===== src/rtl/aes_pkg.sv =====
// rtl/aes_pkg.sv - shared types and constants for the aes stream controller
package aes_pkg;

  localparam int BLOCK_W = 128;
  localparam int KEY_W   = 256;

  localparam logic [1:0] KEY128 = 2'd0;
  localparam logic [1:0] KEY192 = 2'd1;
  localparam logic [1:0] KEY256 = 2'd2;

  typedef enum logic [2:0] {
    ST_IDLE,
    ST_KSTART,
    ST_KWAIT,
    ST_RUN,
    ST_DRAIN
  } state_t;

endpackage


===== src/rtl/aes_stream_ctrl_fifo.sv =====
// rtl/aes_stream_ctrl_fifo.sv - first-word fall-through synchronous fifo with occupancy count
module sync_fifo #(
  parameter int WIDTH = 128,
  parameter int DEPTH = 4
) (
  input  logic                     clk,
  input  logic                     reset,
  input  logic                     push,
  input  logic [WIDTH-1:0]         push_data,
  input  logic                     pop,
  output logic [WIDTH-1:0]         head,
  output logic                     empty,
  output logic [$clog2(DEPTH):0]   count
);

  localparam int AW = $clog2(DEPTH);

  logic [WIDTH-1:0] mem [DEPTH];
  logic [AW-1:0]    wr_ptr;
  logic [AW-1:0]    rd_ptr;
  logic             full;
  logic             do_push;
  logic             do_pop;

  assign empty   = (count == '0);
  assign full    = (count == (AW+1)'(DEPTH));
  assign do_pop  = pop && !empty;
  // a push into a full fifo is still legal when a pop frees the slot in the same cycle
  assign do_push = push && (!full || do_pop);
  assign head    = mem[rd_ptr];

  // pointer and occupancy bookkeeping
  always_ff @(posedge clk or posedge reset) begin
    if (reset) begin
      wr_ptr <= '0;
      rd_ptr <= '0;
      count  <= '0;
    end else begin
      if (do_push) wr_ptr <= wr_ptr + 1'b1;
      if (do_pop)  rd_ptr <= rd_ptr + 1'b1;
      if (do_push && !do_pop)      count <= count + 1'b1;
      else if (do_pop && !do_push) count <= count - 1'b1;
    end
  end

  // storage array; contents are don't-care until written
  always_ff @(posedge clk) begin
    if (do_push) mem[wr_ptr] <= push_data;
  end

endmodule


===== src/rtl/aes_stream_ctrl.sv =====
// rtl/aes_stream_ctrl.sv - credit-based block issue controller in front of an aes core
module aes_stream_ctrl
  import aes_pkg::*;
#(
  parameter int IN_DEPTH  = 4,
  parameter int OUT_DEPTH = 4
) (
  input  logic               clk,
  input  logic               reset,
  input  logic [KEY_W-1:0]   cfg_key,
  input  logic [1:0]         cfg_key_mode,
  input  logic               cfg_ende,
  input  logic               cfg_load,
  input  logic [BLOCK_W-1:0] s_data,
  input  logic               s_valid,
  output logic               s_ready,
  output logic [BLOCK_W-1:0] m_data,
  output logic               m_valid,
  input  logic               m_ready,
  output logic               aes_start,
  output logic               aes_enable,
  output logic               aes_ende,
  output logic [1:0]         aes_key_mode,
  output logic [KEY_W-1:0]   aes_key,
  output logic [BLOCK_W-1:0] aes_data,
  output logic               aes_data_valid,
  input  logic               aes_ready,
  input  logic [BLOCK_W-1:0] aes_out_data,
  input  logic               aes_out_valid,
  input  logic               aes_key_ready,
  output logic               key_ok,
  output logic               err_overflow
);

  localparam int ICW = $clog2(IN_DEPTH) + 1;
  localparam int OCW = $clog2(OUT_DEPTH) + 1;

  state_t             state;
  logic               kw_first;
  logic               outstanding;
  logic               issue_q;
  logic               cap_valid;
  logic [BLOCK_W-1:0] cap_data;
  logic [KEY_W-1:0]   sh_key;
  logic [1:0]         sh_mode;
  logic               sh_ende;

  logic [BLOCK_W-1:0] in_head;
  logic               in_empty;
  logic [ICW-1:0]     in_count;
  logic [BLOCK_W-1:0] out_head;
  logic               out_empty;
  logic [OCW-1:0]     out_count;

  logic               out_full;
  logic               out_pop;
  logic               res_hit;
  logic [OCW:0]       credit_sum;
  logic               issue;

  assign s_ready  = (in_count != ICW'(IN_DEPTH));
  assign m_valid  = !out_empty;
  assign m_data   = out_empty ? '0 : out_head;
  assign out_pop  = m_valid && m_ready;
  assign out_full = (out_count == OCW'(OUT_DEPTH));
  assign res_hit  = aes_out_valid && outstanding;

  // the captured result is not yet in out_count, so it must consume a credit too
  assign credit_sum = {1'b0, out_count} + {{OCW{1'b0}}, cap_valid} + {{OCW{1'b0}}, outstanding};
  assign issue = (state == ST_RUN) && !in_empty && aes_ready && !outstanding
                 && (credit_sum < (OCW+1)'(OUT_DEPTH));

  sync_fifo #(.WIDTH(BLOCK_W), .DEPTH(IN_DEPTH)) u_in_fifo (
    .clk       (clk),
    .reset     (reset),
    .push      (s_valid && s_ready),
    .push_data (s_data),
    .pop       (issue),
    .head      (in_head),
    .empty     (in_empty),
    .count     (in_count)
  );

  sync_fifo #(.WIDTH(BLOCK_W), .DEPTH(OUT_DEPTH)) u_out_fifo (
    .clk       (clk),
    .reset     (reset),
    .push      (cap_valid),
    .push_data (cap_data),
    .pop       (out_pop),
    .head      (out_head),
    .empty     (out_empty),
    .count     (out_count)
  );

  // block issue, result capture, in-flight tracking and the sticky overflow flag
  always_ff @(posedge clk or posedge reset) begin
    if (reset) begin
      aes_enable     <= 1'b0;
      aes_data       <= '0;
      aes_data_valid <= 1'b0;
      issue_q        <= 1'b0;
      cap_valid      <= 1'b0;
      cap_data       <= '0;
      outstanding    <= 1'b0;
      err_overflow   <= 1'b0;
    end else begin
      aes_enable     <= 1'b1;
      issue_q        <= issue;
      aes_data_valid <= issue_q;
      if (issue) aes_data <= in_head;
      cap_valid <= res_hit;
      if (res_hit) cap_data <= aes_out_data;
      if (issue && !res_hit)      outstanding <= 1'b1;
      else if (res_hit && !issue) outstanding <= 1'b0;
      if ((aes_out_valid && !outstanding) || (cap_valid && out_full && !out_pop))
        err_overflow <= 1'b1;
    end
  end

  // key-load sequencing; core config outputs change only when nothing is in flight
  always_ff @(posedge clk or posedge reset) begin
    if (reset) begin
      state        <= ST_IDLE;
      key_ok       <= 1'b0;
      aes_start    <= 1'b0;
      kw_first     <= 1'b0;
      sh_key       <= '0;
      sh_mode      <= '0;
      sh_ende      <= 1'b0;
      aes_key      <= '0;
      aes_key_mode <= '0;
      aes_ende     <= 1'b0;
    end else begin
      aes_start <= 1'b0;
      if (cfg_load) begin
        sh_key  <= cfg_key;
        sh_mode <= cfg_key_mode;
        sh_ende <= cfg_ende;
      end
      case (state)
        ST_IDLE: begin
          key_ok <= 1'b0;
          if (cfg_load) begin
            aes_key      <= cfg_key;
            aes_key_mode <= cfg_key_mode;
            aes_ende     <= cfg_ende;
            aes_start    <= 1'b1;
            state        <= ST_KSTART;
          end
        end
        ST_KSTART: begin
          // a reload during the start pulse restarts expansion via the drain path
          if (cfg_load) begin
            state <= ST_DRAIN;
          end else begin
            kw_first <= 1'b1;
            state    <= ST_KWAIT;
          end
        end
        ST_KWAIT: begin
          if (cfg_load) begin
            state <= ST_DRAIN;
          end else if (kw_first) begin
            kw_first <= 1'b0;
          end else if (aes_key_ready) begin
            key_ok <= 1'b1;
            state  <= ST_RUN;
          end
        end
        ST_RUN: begin
          if (cfg_load) begin
            key_ok <= 1'b0;
            state  <= ST_DRAIN;
          end
        end
        ST_DRAIN: begin
          key_ok <= 1'b0;
          if (!outstanding) begin
            aes_key      <= cfg_load ? cfg_key      : sh_key;
            aes_key_mode <= cfg_load ? cfg_key_mode : sh_mode;
            aes_ende     <= cfg_load ? cfg_ende     : sh_ende;
            aes_start    <= 1'b1;
            state        <= ST_KSTART;
          end
        end
        default: state <= ST_IDLE;
      endcase
    end
  end

endmodule


===== config.mk =====
export PLATFORM = sky130hd
export DESIGN_NAME = aes_stream_ctrl
export DESIGN_NICKNAME = d
export VERILOG_FILES = /design/src/rtl/aes_pkg.sv /design/src/rtl/aes_stream_ctrl_fifo.sv /design/src/rtl/aes_stream_ctrl.sv
export SDC_FILE = /design/constraint.sdc
export NUM_CORES = 2
export LEC_CHECK = 0
export ABC_AREA = 1
export CORE_AREA = 10 10 403 405
export DETAILED_ROUTE_END_ITERATION = 7
export DIE_AREA = 0 0 413 415
export GPL_ROUTABILITY_DRIVEN = 0
export HOLD_SLACK_MARGIN = 0.05
export PLACE_DENSITY = 0.81
export SLEW_MARGIN = 25
export SYNTH_ARGS = -nofsm -noshare
export SYNTH_HDL_FRONTEND = slang
export SYNTH_SLANG_ARGS = --single-unit

===== constraint.sdc =====
create_clock -name clk -period 39 [get_ports clk]
set_input_delay 5.85 -clock clk [delete_from_list [all_inputs] [get_ports clk]]
set_output_delay 5.85 -clock clk [all_outputs]
set_load 0.01 [all_outputs]

# Word-level counts from Yosys, hierarchy flattened

Memory sizes are Yosys's and may differ from the RTL's. A register that Yosys moved wholly into a read port is not among the register bits.
Cells that the tools add are included.

Magnitude comparators: 1
Mux-type cells: 42
Reductions and logical operators: 49
Add/sub/neg operators: 10
Equality and inequality tests: 16

Operators with widths:

| cell                                                                  | number |
|---|---|
| 256-bit two-way mux                                                   | 3 |
| 256-bit case mux with 2 select lines                                  | 1 |
| 128-bit two-way mux                                                   | 1 |
| 3-bit two-way mux                                                     | 11 |
| 1-bit logical AND                                                     | 20 |
| 1-bit two-way mux                                                     | 17 |
| 3-bit case mux with 5 select lines                                    | 1 |
| 2-bit inequality test, second input constant                          | 7 |
| 1-bit zero test                                                       | 12 |
| 5-bit AND reduction                                                   | 2 |
| 2-bit nonzero test                                                    | 5 |
| 3-bit equality test, second input constant                            | 3 |
| 3-bit zero test                                                       | 3 |
| 3-bit inequality test, second input constant                          | 3 |
| 2-bit by 1-bit adder with 2-bit output, second input constant         | 4 |
| 3-bit by 1-bit adder with 3-bit output, second input constant         | 2 |
| 3-bit by 2-bit equality test with 1-bit output, second input constant | 2 |
| 2-bit two-way mux                                                     | 3 |
| 1-bit case mux with 2 select lines                                    | 3 |
| 3-bit AND reduction                                                   | 2 |
| 3-bit by 1-bit subtractor with 3-bit output, second input constant    | 2 |
| 3-bit by 1-bit adder with 4-bit output                                | 1 |
| 4-bit by 1-bit adder with 4-bit output                                | 1 |
| 4-bit by 3-bit < comparator with 1-bit output, second input constant  | 1 |
| 6 further kinds                                                       | 8 |

RAM bits: 1024
Memories kept: 2
Bits of input ports: 523
Word-level logic and storage cells: 143
Register bits: 672

Memory list:

| memory         | depth | width | read ports | clocked after Yosys merged registers in | wr ports | line                       | source |
|---|---|---|---|---|---|---|---|
| u_in_fifo.mem  | 4     | 128   | 1          | 1                                       | 1        | aes_stream_ctrl_fifo.sv:18 | `logic [WIDTH-1:0] mem [DEPTH];` |
| u_out_fifo.mem | 4     | 128   | 1          | 0                                       | 1        | aes_stream_ctrl_fifo.sv:18 |  |

# Logic depth before layout (Yosys ltp)

Depth in word-level cells: 13
Mapped depth: 14

# Hierarchy

A second synthesis with hierarchy kept.

Cells, all modules: 7301
Area, all modules: 74958.1 um^2

By module, submodules not included:

| module          | area an instance (um^2) | cells each | times used | sequential area each (um^2) |
|---|---|---|---|---|
| sync_fifo       | 20348.3                 | 1556       | 2          | 15549.9 |
| aes_stream_ctrl | 34261.6                 | 4189       | 1          | 19668.9 |

# Worst setup path after synthesis

No wires, ideal clock.

Path type: input-to-reg
From: input m_ready
To: memory u_out_fifo.mem[0][0], enable pin
Data arrival time: 11.394 ns
Buffers on the path: 0
Path slack: 26.988 ns
Stages on the path: 4
Path through: nor2_1 -> nand2_1 -> nand2_1 -> nor2_1

Word-level cells in the longest chain between the ends: 6

RTL lines:

| element                                 | line                       | source |
|---|---|---|
| start: declaration                      | aes_stream_ctrl.sv:19      | `input logic m_ready,` |
| 1-bit logical AND                       | aes_stream_ctrl.sv:64      | `assign out_pop = m_valid && m_ready;` |
| 1-bit logical AND                       | aes_stream_ctrl_fifo.sv:27 | `assign do_pop = pop && !empty;` |
| 1-bit logical OR                        | aes_stream_ctrl_fifo.sv:29 | `assign do_push = push && (!full \|\| do_pop);` |
| 1-bit logical AND                       | aes_stream_ctrl_fifo.sv:29 |  |
| 1-bit two-way mux                       | aes_stream_ctrl_fifo.sv:48 | `if (do_push) mem[wr_ptr] <= push_data;` |
| 1-bit two-way mux (not written as such) | aes_stream_ctrl_fifo.sv:48 |  |
| end: declaration                        | aes_stream_ctrl_fifo.sv:18 |  |

Every way passes these cells.

# Worst setup path in the final report

From: register u_out_fifo.rd_ptr[0]
To: output m_data[40]

Word-level cells in the longest chain between the ends: 2

RTL lines:

| element                  | line                       | source |
|---|---|---|
| start: declaration       | aes_stream_ctrl_fifo.sv:20 | `logic [AW-1:0] rd_ptr;` |
| start signal: assignment | aes_stream_ctrl_fifo.sv:40 | `if (do_pop) rd_ptr <= rd_ptr + 1'b1;` |
| memory 4 x 128 bit       | --                         |  |
| 128-bit two-way mux      | aes_stream_ctrl.sv:63      | `assign m_data = out_empty ? '0 : out_head;` |
| end: declaration         | aes_stream_ctrl.sv:17      | `output logic [BLOCK_W-1:0] m_data,` |

Every way passes these cells.

==> out/summary.txt <==
slowest CP cell = dfrtp_4
nets = 8288
TritonCTS Buffers = 176
Die Ht = 415 um
post-DR wirelength/cell = 21.7 um
row cnt = 144
max incr delay on CP = 0.70 ns
Clk pin slew, worst setup/hold paths = 0.06 ns
DP HPWL = 136000 um
HP Class = flip-flop to flip-flop
final wirelength = 217000 um
DRC viols = 0
syn_nets = 7421
Core Region = 154000 um2
most frequent cells in the layout = 1319 x nand2_1, 1165 x nor2_1, 1043 x clkdlybuf4s50_1, 1029 x o21ai_0, 1024 x edfxtp_1
Final Instance Area = 90300 um2
hold path start = issue_q
Pwr per Cell Area = 76.9 nW/um2
unrepaired setup endpoints after global routing = no
Yosys top cell by area = edfxtp_1
syn_area_per_cell = 10.5 um2
Gate Count Post-Synth = 6884
Top FF cell, synth = edfxtp_1
register bit count reported by yosys = 1824
CTS tree = done
Die Area = 171000 um2
status = completed
DR iter-0 viols = 6402
Critical Path RT = 33.15 ns
max-slew violation count = 0
IO Port Bufs = 1044
mapped cell area = 72400 um2
most common cell after layout, fill and taps aside = nand2_1
met2 wire length = 106000 um
Worst Setup Start Kind = flip-flop
final worst-path cycle share = 26.0%
Distinct cells, synth = 30
DRT met1 WL = 77700 um
critical path class = flip-flop to output port
DR vias = 54100
worst skew pair latency = 0.82 ns
YS warnings = 0
Final ANT Viol Nets = 0
via/cell ratio = 5.41
arrival time worst endpoint = 4.28 ns
top layer in use = met5
Die X = 413 um
CP endpoint kind = output port
Initial Util = 47.1%
area share of the largest cell type after synthesis = 42.5%
maximum fanout along the worst path = 140
CTS max path bufs = 3
post-cts sizing count = 0
CP Cell Sequence = inv_6 > buf_6 > o21ai_0 > a21oi_1 > clkdlybuf4s50_1
first-pass detailed-route iteration total = 6
Ports = 1045
vias in the first global route = 53000
largest net degree at the start of global routing = 213
Pleak = 37.1 nW
worst-margin pin slew = 1.17 ns
setup_tns = 0 ns
synth top area cells = edfxtp_1 42%, dfrtp_1 28%, o21ai_0 7.1%
Root Buffer = clkbuf_16
Crit Reg-Reg Endpoint = u_in_fifo.mem[3][71]
layout cells sized above 1 = 4.50%
hold buffers post-CTS = 0
post-layout min period = 10.13 ns
Tot GR Track Use = 24.1%
clk_skew = 0.0537 ns
total placed instance area = 84000 um2
worst reg2reg startpoint = u_in_fifo.count[0]
H-tree Lvls = 4
Hold Path End = aes_data_valid
Post CTS Setup Buffer Count = 0
Max VDD drop = 0.0679 mV
fillcell total = 11700
max_slew headroom = 22.1%
WHS Path Cells = 0
Setup Viol. Count Final = 0
met3 wire length = 23400 um
global-route wire length before repair = 322000 um
r2r worst-path depth = 6
clk sink count = 1824
Fin. Hold Viols = 0
register-to-register setup slack = 35.41 ns
Post-synth EDFFs = 1024
antenna violations before repair = 78
Max Freq = 98.7 MHz
grt ovf = 0
max cap viols = 0
ys async rst share = 43.9%
sequential fraction of the synthesis area = 70.1%
P&R area growth vs syn = 24.7%
## cells in the mapped netlist (2+ instances only)
| master | n |
|---|---|
| a21oi_1 | 133 |
| buf_1 | 17 |
| buf_2 | 145 |
| buf_4 | 14 |
| buf_6 | 26 |
| clkbuf_1 | 208 |
| dfrtp_1 | 800 |
| edfxtp_1 | 1024 |
| fa_1 | 2 |
| ha_1 | 12 |
| inv_1 | 550 |
| inv_2 | 6 |
| mux2_2 | 2 |
| nand2_1 | 1320 |
| nand3_1 | 5 |
| nand4_1 | 3 |
| nor2_1 | 1173 |
| nor2_4 | 3 |
| o21ai_0 | 1029 |
| o21ai_1 | 396 |
| xnor2_1 | 2 |
| xor2_1 | 6 |
## per-stage QoR
stage          instances  setup WS (ns)  hold WS [ns]  utilization [%]  power (mW)
2_1_floorplan       6884          10.68         0.331                -        3.99
3_3_place_gp        9614          29.05         0.339             54.6        5.10
3_5_place_dp        9614          29.27         0.367             54.6        5.18
4_1_cts             9944          28.57         0.380             58.5        6.96
5_1_grt             9990          28.64         0.380             58.7        7.28
6_report            9998          28.87         0.379             58.7        6.94
## cells by family (layout without fill, tap and decap cells)
group / after synthesis / count (layout) / share of synthesized area, %
xor gates and xnor gates: 8 / 8 / 0.0968
AOI/OAI and AO/OA: 1559 / 1559 / 10.8
muxes: 2 / 2 / 0.0311
buffers and inverters: 967 / 1986 / 5.61
DFF: 1824 / 1824 / 70.1
adders and majority gates: 14 / 14 / 0.263
and+or+nand+nor: 2509 / 2509 / 13.1
other: 1 / 52 / 0.00518
## power by group
group | total, mW | internal (mW) | switching (mW)
Clock | 1.75 | 1.00 | 0.752
Sequential | 2.84 | 2.54 | 0.300
Combinational | 2.35 | 0.936 | 1.41
## final cells by class
| class | instances | area, um2 | area share, % |
|---|---|---|---|
| well taps | 2044 | 2560 | 2.83 |
| flip-flops and latches | 1824 | 50800 | 56.2 |
| multi-input cells | 4093 | 17600 | 19.5 |
| diodes | 51 | 128 | 0.141 |
| clock inverters | 96 | 1230 | 1.36 |
| repair buffers | 1099 | 11000 | 12.2 |
| inverters | 557 | 2140 | 2.37 |
| clock buffers | 234 | 4790 | 5.31 |
## per-layer routing
layer / vias up / global-route usage, %
met5: - / 0
met4: 30 / 11.8
met3: 483 / 7.39
met2: 2806 / 39.5
met1: 26400 / 28.8
li1: 24400 / -
## state kept, by name, summed over array words and instances, names as in the netlist, 3 cells and up
signal / flops
aes_data: 128
sh_key: 256
u_in_fifo.mem: 512
state: 3
u_out_fifo.count: 3
u_out_fifo.mem: 512
u_in_fifo.count: 3
cap_data: 128
aes_key: 256
## worst max-delay path, delay by kind of cell (launching register included)
kind / cells / cell delay (ns)
buffers and inverters: 3 / 2.01
flip-flops: 1 / 0.70
AO/OA/AOI/OAI: 2 / 0.58
## how the worst max path moves through the flow
stage / end / depth (start not counted) / from / slack (ns)
floorplan: aes_data[0] / 1 / reset / 10.68
global placement: aes_key[24] / 5 / reset / 29.05
detailed placement: u_out_fifo.mem[2][41] / 7 / m_ready / 29.27
CTS: m_data[95] / 5 / u_out_fifo.rd_ptr[0] / 28.57
global route: m_data[40] / 5 / u_out_fifo.rd_ptr[0] / 28.64
finish: m_data[40] / 5 / u_out_fifo.rd_ptr[0] / 28.87
(Power assumes the default switching activity.)
